`src/rtl/pc_fetch_unit.sv`:
```
// -----------------------------------------------------------------------------
// pc_fetch_unit
//
// Instruction-fetch front end for the single-cycle CPU core. It owns the
// program counter and issues word fetches to instruction memory over a
// variable-latency req/ack handshake. Fetched words go into a 2-entry queue,
// and the queue head is presented to the core as {PC, instruction}. A taken
// branch reported by the core redirects fetch and flushes the queue.
//
// Handshakes:
//   imem side : imem_req/imem_addr stay stable from the start of a request
//               until the cycle with imem_ack=1. That cycle transfers
//               imem_rdata. The request may drop only on reset.
//   core side : fetch_valid=1 means PC/instruction hold the queue head. The
//               head is consumed in any cycle with fetch_valid & fetch_ready.
//               branch_taken is only honoured in such a consume cycle.
//
// Ports:
//   clk, rst_n         clock, asynchronous active-low reset
//   imem_req/addr      fetch request and word-aligned byte address
//   imem_ack/rdata     response strobe and fetched word
//   fetch_valid/ready  queue head valid / consumed by core
//   PC, instruction    queue head contents (0 when fetch_valid=0)
//   branch_taken       core's Branch & Zero for the consumed instruction
//   ShiftLeftImm       core's shifted sign-extended branch offset
//   dbg_state_o        FSM state (0 IDLE, 1 REQ, 2 DROP)
//   dbg_count_o        queue occupancy
// -----------------------------------------------------------------------------
module pc_fetch_unit #(
    parameter logic [31:0] RESET_PC = 32'h0000_0000
) (
    input  logic        clk,
    input  logic        rst_n,
    output logic        imem_req,
    output logic [31:0] imem_addr,
    input  logic        imem_ack,
    input  logic [31:0] imem_rdata,
    output logic        fetch_valid,
    input  logic        fetch_ready,
    output logic [31:0] PC,
    output logic [31:0] instruction,
    input  logic        branch_taken,
    input  logic [31:0] ShiftLeftImm,
    output logic [1:0]  dbg_state_o,
    output logic [1:0]  dbg_count_o
);

    typedef enum logic [1:0] {
        ST_IDLE = 2'd0,
        ST_REQ  = 2'd1,
        ST_DROP = 2'd2
    } state_t;

    state_t      state_q, state_d;
    logic [1:0]  count_q, count_d;
    logic [31:0] fetch_pc_q, fetch_pc_d;
    logic [31:0] drop_addr_q, drop_addr_d;
    logic [31:0] pc0_q, pc0_d, ins0_q, ins0_d;   // queue head
    logic [31:0] pc1_q, pc1_d, ins1_q, ins1_d;   // queue tail

    logic        pop;
    logic        redirect;
    logic        push;
    logic        wr_slot0;
    logic [31:0] target;

    assign pop      = (count_q != 2'd0) && fetch_ready;
    assign redirect = pop && branch_taken;
    // A redirect in the same cycle as an ack discards that word.
    assign push     = (state_q == ST_REQ) && imem_ack && !redirect;
    // The pushed word lands in slot 0 if the queue is (or becomes) empty.
    assign wr_slot0 = (count_q == 2'd0) || ((count_q == 2'd1) && pop);
    assign target   = (pc0_q + 32'd4 + ShiftLeftImm) & 32'hFFFF_FFFC;

    // ---------------- datapath next-state ----------------
    always_comb begin
        count_d     = count_q;
        fetch_pc_d  = fetch_pc_q;
        drop_addr_d = drop_addr_q;
        pc0_d       = pc0_q;
        ins0_d      = ins0_q;
        pc1_d       = pc1_q;
        ins1_d      = ins1_q;

        if (redirect) begin
            count_d    = 2'd0;
            fetch_pc_d = target;
            // Outstanding request must keep its address until memory acks.
            if ((state_q == ST_REQ) && !imem_ack) begin
                drop_addr_d = fetch_pc_q;
            end
        end else begin
            case ({push, pop})
                2'b10:   count_d = count_q + 2'd1;
                2'b01:   count_d = count_q - 2'd1;
                default: count_d = count_q;
            endcase
            if (pop) begin
                pc0_d  = pc1_q;
                ins0_d = ins1_q;
            end
            if (push) begin
                fetch_pc_d = fetch_pc_q + 32'd4;
                if (wr_slot0) begin
                    pc0_d  = fetch_pc_q;
                    ins0_d = imem_rdata;
                end else begin
                    pc1_d  = fetch_pc_q;
                    ins1_d = imem_rdata;
                end
            end
        end
    end

    always_ff @(posedge clk or negedge rst_n) begin
        if (!rst_n) begin
            count_q     <= 2'd0;
            fetch_pc_q  <= RESET_PC;
            drop_addr_q <= RESET_PC;
            pc0_q       <= 32'd0;
            ins0_q      <= 32'd0;
            pc1_q       <= 32'd0;
            ins1_q      <= 32'd0;
        end else begin
            count_q     <= count_d;
            fetch_pc_q  <= fetch_pc_d;
            drop_addr_q <= drop_addr_d;
            pc0_q       <= pc0_d;
            ins0_q      <= ins0_d;
            pc1_q       <= pc1_d;
            ins1_q      <= ins1_d;
        end
    end

    // ---------------- FSM: state register ----------------
    always_ff @(posedge clk or negedge rst_n) begin
        if (!rst_n) begin
            state_q <= ST_IDLE;
        end else begin
            state_q <= state_d;
        end
    end

    // ---------------- FSM: next state ----------------
    always_comb begin
        state_d = state_q;
        case (state_q)
            ST_IDLE: begin
                if ((count_d < 2'd2) || redirect) begin
                    state_d = ST_REQ;
                end
            end
            ST_REQ: begin
                if (redirect) begin
                    state_d = imem_ack ? ST_REQ : ST_DROP;
                end else if (imem_ack) begin
                    state_d = (count_d < 2'd2) ? ST_REQ : ST_IDLE;
                end
            end
            ST_DROP: begin
                // The stale response is ignored; fetch_pc already holds the target.
                if (imem_ack) begin
                    state_d = ST_REQ;
                end
            end
            default: state_d = ST_IDLE;
        endcase
    end

    // ---------------- FSM: outputs ----------------
    always_comb begin
        imem_req    = (state_q != ST_IDLE);
        imem_addr   = (state_q == ST_DROP) ? drop_addr_q : fetch_pc_q;
        fetch_valid = (count_q != 2'd0);
        PC          = fetch_valid ? pc0_q : 32'd0;
        instruction = fetch_valid ? ins0_q : 32'd0;
        dbg_state_o = state_q;
        dbg_count_o = count_q;
    end

endmodule

```
`config.mk`:
```
export PLATFORM = sky130hd
export DESIGN_NAME = pc_fetch_unit
export DESIGN_NICKNAME = d
export VERILOG_FILES = /design/src/rtl/pc_fetch_unit.sv
export SDC_FILE = /design/constraint.sdc
export NUM_CORES = 1
export LEC_CHECK = 0
export BUFFER_PORTS_ARGS = -buffer_cell sky130_fd_sc_hd__buf_2
export CORE_MARGIN = 1
export CORE_UTILIZATION = 52
export CTS_CLUSTER_SIZE = 8
export DETAILED_ROUTE_END_ITERATION = 6
export PLACE_DENSITY_LB_ADDON = 0.3
export SLEW_MARGIN = 20
export SYNTH_ARGS = -nofsm -noshare
export SYNTH_HDL_FRONTEND = slang
export SYNTH_SLANG_ARGS = --single-unit
```
`constraint.sdc`:
```
create_clock -name clk -period 2.77 [get_ports clk]
set_input_delay 0 -clock clk [delete_from_list [all_inputs] [get_ports clk]]
set_output_delay 0 -clock clk [all_outputs]
set_load 0.005 [all_outputs]
```
# After elaboration in Yosys (flattened, before gate mapping)

Cells that the tools add are included.

Bits of input ports: 69
Output and inout bits: 102
Flip-flop bits (word level): 196

Add/sub/neg operators: 5
Magnitude comparators: 1
Eq/ne operators: 8
Reductions and logical operators: 18
Bitwise operators: 2
Muxes and demuxes: 20

Operator list:

| cell                                                                | number |
|---|---|
| 32-bit two-way mux                                                  | 11 |
| 32-bit by 3-bit adder with 32-bit output (second input constant)    | 2 |
| 32-bit adder                                                        | 1 |
| 2-bit two-way mux                                                   | 6 |
| 2-bit by 1-bit == test with 1-bit output (second input constant)    | 3 |
| 1-bit logical AND                                                   | 6 |
| 2-bit one-hot mux with 3 select lines                               | 1 |
| 3-bit AND reduction                                                 | 2 |
| 2-bit nonzero test                                                  | 3 |
| 2-bit == test (second input constant)                               | 2 |
| 2-bit logical NOT                                                   | 2 |
| 2-bit inequality test (second input constant)                       | 2 |
| 2-bit one-hot mux with 2 select lines                               | 1 |
| 3-bit inequality test (second input constant)                       | 1 |
| 2-bit by 1-bit adder with 2-bit output (second input constant)      | 1 |
| 1-bit logical NOT                                                   | 2 |
| 1-bit logical OR                                                    | 2 |
| 2-bit less-than comparator (second input constant)                  | 1 |
| 1-bit inverter                                                      | 2 |
| 2-bit AND reduction                                                 | 1 |
| 2-bit by 1-bit subtractor with 2-bit output (second input constant) | 1 |
| 1-bit two-way mux                                                   | 1 |

# Depth between registers and ports, before layout

Gate-level depths: netlist of run 1.

Depth after elaboration: 13
Depth in mapped cells: 13

# Worst setup path after synthesis of run 1

No wires, ideal clock.

Kind: reg-to-reg
Start point: register pc0_q[2]
End point: register fetch_pc_q[29]
Data arrival time: 2.744 ns
Path buffers: 0
Slack: -0.111 ns
Stages on the path, launching flop included: 13
Cells stage by stage: dfrtp_1 -> inv_1 -> ha_1 -> fa_1 -> and2b_1 -> o2111ai_1 -> a2111oi_2 -> nor2_2 -> a211oi_2 -> o221ai_1 -> o21ai_1 -> xnor2_1 -> o21ai_0

Longest elaborated chain between the ends: 3

RTL lines:

| item                                     | RTL line | source |
|---|---|---|
| from (decl)                              | 58       | `logic [31:0] pc0_q, pc0_d, ins0_q, ins0_d;` |
| from (signal assigned)                   | 128      | `pc0_q <= pc0_d;` |
| 32-bit by 3-bit adder with 32-bit output | 73       | `assign target = (pc0_q + 32'd4 + ShiftLeftImm) & 32'hFFFF_FFFC;` |
| 32-bit adder                             | 73       |  |
| 32-bit two-way mux                       | 85       | `if (redirect) begin` |
| to (signal assigned)                     | 126      | `fetch_pc_q <= fetch_pc_d;` |
| to (decl)                                | 56       | `logic [31:0] fetch_pc_q, fetch_pc_d;` |

No other way between the ends.
A chain may end at the register's enable or synchronous reset.

# Final worst setup path of run 1

Start point: register pc0_q[1]
End point: register fetch_pc_q[23]

Same word-level chain as after synthesis.

==> run metrics, run 1 <==
status=finished with violations; failing checks=setup timing; actual slew at the worst max-slew pin=0.725 ns; flops & latches, synth=190; Critical Setup Path Class=flop to flop; Max Cap Viol=0; EDFF count, synth=0; endpoints failing setup=15; cts bufs inserted=17; ys async rst share=1.00; area leader, netlist=dfrtp_1; DIE HEIGHT=148 um; R2R cell count=13; synthesized cell area=approximately 0.011 sq mm; Clock Sink Count=190; Post-Layout Cell Count=around 1600; CTS H-tree lvls=4; DRT Pass-1 Iters=5; crit-path max cell delay=0.44 ns; clock latency on the worst-skew pair=0.44 ns; Critical path origin=pc0_q[1]$_DFFE_PN0P_; WHS=0.0400 ns; Cells after DPL=1544; Ports=171; via-per-instance ratio=5.86; Worst path most repeated cell=buf_4; Post-DRT Antenna Nets=0; gr usage total=0.275; Initial Util=0.530; diodes inserted=0; Final nets=1473; root buffer cell=clkbuf_16; CTS tree=done; die span in x=148 um; Final WS setup=-0.311 ns; Main synth FF type=dfrtp_1; Power Dens Cells=1140 mW/mm^2; final core occ=0.679; site row count=between 50 and 60; r2r startpoint=pc0_q[1]$_DFFE_PN0P_; largest net degree at the start of global routing=85; ranking of synthesized cells by area=dfrtp_1 43%, mux2_2 12%, ha_1 7.0%; critical path, cell by cell=ha_4, nand3_4, fa_2, and2b_2, o2111ai_4, a2111oi_4, nor2_4, a211oi_4, buf_4, nand2b_4, buf_4, xnor2_2, o21ai_1; layout cell share with drive strength beyond 1=0.366; Die ar.=0.0220 sq mm; number of global-route vias before repair=9288; P&R area growth vs syn=28.1%; wire length per cell=18.7 um; Syn Inst Count=between 1000 and 1500; WP buf/inv=2; Tmin final=3.08 ns; family with the most delay on the worst path=compound AO/OA/AOI/OAI gates; post-synthesis sequential area ratio=0.426; top post-synthesis cells by count=190 x dfrtp_1, 123 x mux2_2, 99 x o21ai_0; Crit path required time=3.08 ns; critical path peak fanout=3; CP Capture Type=flop; clock buffer depth=2; core box area=~0.021 sq mm; first-pass GRT wire length=roughly 48 mm; Critical Path Start Type=flop; Critical-path top delay cell=a2111oi_4; final hold vios=0; RSZ-0062 raised after global routing=true; post-synth cell types=~70; clk slew on worst S/H paths=0.08 ns; post-route clock period utilization=1.11; Critical Path AT=approximately 3.4 ns; Crit path depth=13; crit path to=fetch_pc_q[23]$_DFFE_PN0P_; Hold Path Class=input pin to flop; Synth Warn #=0; initial antenna violation count=0; Final Slew Violations=0; Starting DRT DRC Count=782; area share of the largest cell type after synthesis=0.426; Synth Area per Inst=10.2 sq um; GR Overflow Total=0; Post-Route WL=30.5 mm; detailed-route via count=9543; I/O Buffers=about 170; FMAX=around 320 MHz; Slew Limit Headroom=0.517; Leak=between 6 and 7 nW; DRC=0; FF-to-FF setup slack=-0.31 ns; count leader, synth=dfrtp_1; post-DP HPWL=20.0 mm; GP Congestion=between 0.9 and 1; clk_skew=0.00963 ns; Peak VDD IR=637 uV; reg2reg end=fetch_pc_q[23]$_DFFE_PN0P_
metal layers:
metal	up-vias	wire, um	track usage	part of all wire
li1	4441	-	-	-
met1	4710	13700	0.383	0.45
met3	52	1750	0.0457	0.057
met4	0	588	0.0871	0.019
met5	-	0	0	0
met2	340	14500	0.439	0.48
where the power goes:
| group | leakage, nW | switching, W | total, W | internal, W |
|---|---|---|---|---|
| logic | 3.83 | 0.00426 | 0.00857 | 0.00431 |
| clock network | 0.286 | 0.00124 | 0.00245 | 0.00121 |
| registers | 2.31 | 0.00113 | 0.00523 | 0.00410 |
layout make-up:
cell class                 instances  area, sq um
clock buffer                      17          425
clock inverter                    15          164
fill                            1520         6740
inverter                          18         67.6
multi-input combinational        816         6540
sequential                       190         4750
tap                              275          344
timing repair buffer             298         1990
metrics by stage:
stage,worst slack [ns],cell area (sq um),power [W],setup TNS [ns]
5_1_grt,-0.438,14300,0.0174,-4.10
3_5_place_dp,-0.378,12800,0.0129,-3.39
4_1_cts,-0.300,14000,0.0157,-2.32
6_report,-0.311,14300,0.0162,-2.13
3_3_place_gp,-0.311,12800,0.0126,-2.56
2_1_floorplan,-0.0626,11200,0.0100,-0.147
flip-flops by register name (all words and copies together), names as in the netlist:
signal,cells
dbg_count_o,2
dbg_state_o,2
drop_addr_q,30
fetch_pc_q,30
ins0_q,32
ins1_q,32
pc0_q,32
pc1_q,30
worst min-delay path, cell delays in order:
cell	delay, ns
buf_2	0.21
a21oi_1	0.14
o21ai_0	0.08
worst min path at each step:
stage	startpoint	end	slack (ns)	depth (start not counted)
2_1_floorplan	rst_n	dbg_count_o[0]$_DFFE_PN0P_	-0.30	0
3_3_place_gp	rst_n	pc0_q[17]$_DFFE_PN0P_	0.11	1
3_5_place_dp	rst_n	pc0_q[17]$_DFFE_PN0P_	0.11	1
4_1_cts	branch_taken	pc0_q[29]$_DFFE_PN0P_	0.02	3
5_1_grt	branch_taken	pc0_q[26]$_DFFE_PN0P_	0.08	3
6_report	branch_taken	pc0_q[29]$_DFFE_PN0P_	0.04	3
kinds of logic (layout without fill, tap and decap cells):
family,count (synthesis),after routing,share of synthesized area
compound gates,269,269,0.147
xor+xnor,56,56,0.0440
fa+ha+maj,63,63,0.0714
buf+inv,90,348,0.0330
flops,190,190,0.426
mux,148,148,0.147
other cells,1,2,0.000336
simple gates,278,278,0.131
timing repair:
action                                  CTS  global route
pin swaps                                31            29
endpoints found under the hold margin   153             0
hold buffers                             35             0
resized for setup                        32            39
endpoints found under the setup margin   16            17
setup buffers                            12             8
cells in the final DEF (no fill, tap or decap), types with 8 or more instances in the layout:
cell,n
nand4_1,10
and3_1,9
ha_4,19
mux2i_1,25
clkbuf_16,17
nand2_1,77
buf_2,167
dlygate4sd3_1,35
a21oi_1,62
o21ai_0,88
o22ai_1,33
buf_4,85
o21ai_1,8
nor2b_1,65
ha_1,42
or3_1,32
nor2_1,29
inv_1,15
nand3_1,23
a21o_1,14
o211ai_1,8
xnor2_1,26
mux2_2,123
dfrtp_1,190
xor2_1,26
(Power assumes the default switching activity.)
==> inputs of run 2 (changes only) <==
--- a/config.mk
+++ b/config.mk
@@ -10,7 +10,8 @@
 export CORE_UTILIZATION = 52
 export CTS_CLUSTER_SIZE = 8
 export DETAILED_ROUTE_END_ITERATION = 6
-export PLACE_DENSITY_LB_ADDON = 0.3
+export PLACE_DENSITY = 0.77
+export RECOVER_POWER = 100
 export SLEW_MARGIN = 20
 export SYNTH_ARGS = -nofsm -noshare
 export SYNTH_HDL_FRONTEND = slang
==> run 2 against run 1 <==
  * The run ends with capacitance limit, slew limit, setup timing left
  * Non-clock buffer count decreased by 11
  * Combinational power decreased by 4.3%
  * Fmax rose by 2.6%
  * Die area is the same
  * Critical path depth down 1
  * Clock power rose by 4%
  * Worst setup slack improved by 0.079 ns
  * Largest cell class unchanged
  * Largest power group unchanged
==> run metrics, run 2 (same netlist as run 1, synthesis figures left out) <==
GR Overflow Total=0; diodes inserted=0; clock buffer depth=2; GP Congestion=about 0.88; layout cell share with drive strength beyond 1=0.336; Final Slew Violations=91; Crit path required time=3.14 ns; RSZ-0062 raised after global routing=true; Fin Setup TNS=-1.32 ns; Post-DRT Antenna Nets=0; Final nets=~1500; Ports=171; Starting DRT DRC Count=574; cts bufs inserted=17; final hold vios=0; Slew Limit Headroom=-0.522; dpl cell area=around 0.013 sq mm; Clock Sink Count=190; WHS=0.0462 ns; post-route clock period utilization=1.08; Critical Path Start Type=flop; DRT Pass-1 Iters=5; initial antenna violation count=0; most frequent cells in the layout=190 x dfrtp_1, 143 x buf_2, 122 x mux2_2; DIE HEIGHT=~150 um; post-DP HPWL=20.5 mm; critical path peak fanout=4; CTS H-tree lvls=4; Power Dens Cells=approximately 1100 mW/mm^2; commonest non-fill, non-tap cell in the layout=dfrtp_1; FMAX=333 MHz; die span in x=148 um; Critical Setup Path Class=flop to flop; clk_skew=0.0118 ns; wire length per cell=between 15 and 20 um; CTS tree=done; Peak VDD IR=between 500 and 600 uV; endpoints failing setup=13; Hold Path Class=input pin to flop; failing checks=capacitance limit, slew limit, setup timing; CP Capture Type=flop; actual slew at the worst max-slew pin=2.28 ns; detailed-route via count=9545; Final WS setup=-0.232 ns; Max Cap Viol=1; first-pass GRT wire length=a little under 50 mm; Critical Path AT=3.37 ns; largest net degree at the start of global routing=91; biggest regs=ins0_q (32), ins1_q (32), pc0_q (32); Filler cells=1583; post-layout instance area=0.0140 sq mm; core box area=0.0210 sq mm; gr usage total=0.283; final core occ=0.667; Initial Util=0.530; Post-Route WL=30.7 mm; Leak=~6.3 nW; Tmin final=3.00 ns; clock latency on the worst-skew pair=about 0.45 ns; Die ar.=0.0220 sq mm; clk slew on worst S/H paths=0.08 ns; number of global-route vias before repair=about 9500; FF-to-FF setup slack=-0.23 ns; DRC=0; via-per-instance ratio=5.90; site row count=between 50 and 60; P&R area growth vs syn=25.8%; status=finished with violations; root buffer cell=clkbuf_16; I/O Buffers=roughly 170
==> run 2: cell types whose count changed in the layout (fill, tap and decap cells not counted), sizes merged <==
cell | before | now
inv | 26 | 27
clkbuf | 18 | 50
clkinvlp | 1 | 0
buf | 262 | 219
==> run 2: critical path: stages, from the launching register on <==
cell and delay [ns]:
dfrtp_1 0.42, ha_4 0.29, nand3_2 0.08, fa_2 0.34, and2b_2 0.25, o2111ai_4 0.14
a2111oi_4 0.37, nor2_4 0.08, a211oi_4 0.33, o221ai_2 0.18, buf_4 0.17, xor2_2 0.14
o21ai_1 0.13
==> run 2: repair_timing <==
item	in CTS	in global routing
setup endpoints to repair	15	15
setup buffers	4	4
pin swaps	23	13
gates cloned	0	0
hold endpoints to repair	160	0
gates resized for setup	39	12
hold buffers	35	0
==> run 2: cell type report <==
| class | count | area, sq um | share of cell area |
|---|---|---|---|
| clock inverters | 15 | 201 | 0.0144 |
| well taps | 275 | 344 | 0.0245 |
| flip-flops and latches | 190 | 4750 | 0.339 |
| clock buffers | 17 | 425 | 0.0303 |
| multi-input cells | 816 | 6420 | 0.458 |
| repair buffers | 287 | 1810 | 0.129 |
| inverters | 18 | 70.1 | 0.00500 |
==> run 2: path summary, 6_finish.rpt <==
path,startpoint,to,cells past startpoint
worst max register to register,pc0_q[1]$_DFFE_PN0P_,fetch_pc_q[27]$_DFFE_PN0P_,12
worst max-delay path,pc0_q[1]$_DFFE_PN0P_,fetch_pc_q[27]$_DFFE_PN0P_,12
worst min-delay path,branch_taken,pc0_q[20]$_DFFE_PN0P_,3
max in group asynchronous,rst_n,pc1_q[14]$_DFFE_PN0P_,3
worst min register to register,drop_addr_q[10]$_DFFE_PN0P_,drop_addr_q[10]$_DFFE_PN0P_,1
min in group asynchronous,rst_n,ins1_q[0]$_DFFE_PN0P_,2
==> run 2: report_power, final <==
| group | leakage (nW) | total [W] | internal [W] | switching, W |
|---|---|---|---|---|
| clock network | 0.303 | 0.00256 | 0.00125 | 0.00131 |
| logic | 3.66 | 0.00820 | 0.00402 | 0.00418 |
| registers | 2.31 | 0.00523 | 0.00410 | 0.00113 |
==> run 2: through the flow <==
step | power, W | setup WS (ns) | instances
finish | 0.0160 | -0.232 | 1618
global route | 0.0171 | -0.342 | 1618
CTS | 0.0159 | -0.225 | 1614
detailed placement | 0.0129 | -0.396 | 1544
global placement | 0.0126 | -0.300 | 1544
floorplan | 0.0100 | -0.0626 | 1096
==> run 2: routing by layer <==
layer	global-route usage	vias to the layer above	share of wire
met4	0.114	0	0.034
met2	0.452	348	0.48
met3	0.0525	77	0.057
met5	0	-	0
li1	-	4412	-
met1	0.379	4708	0.43
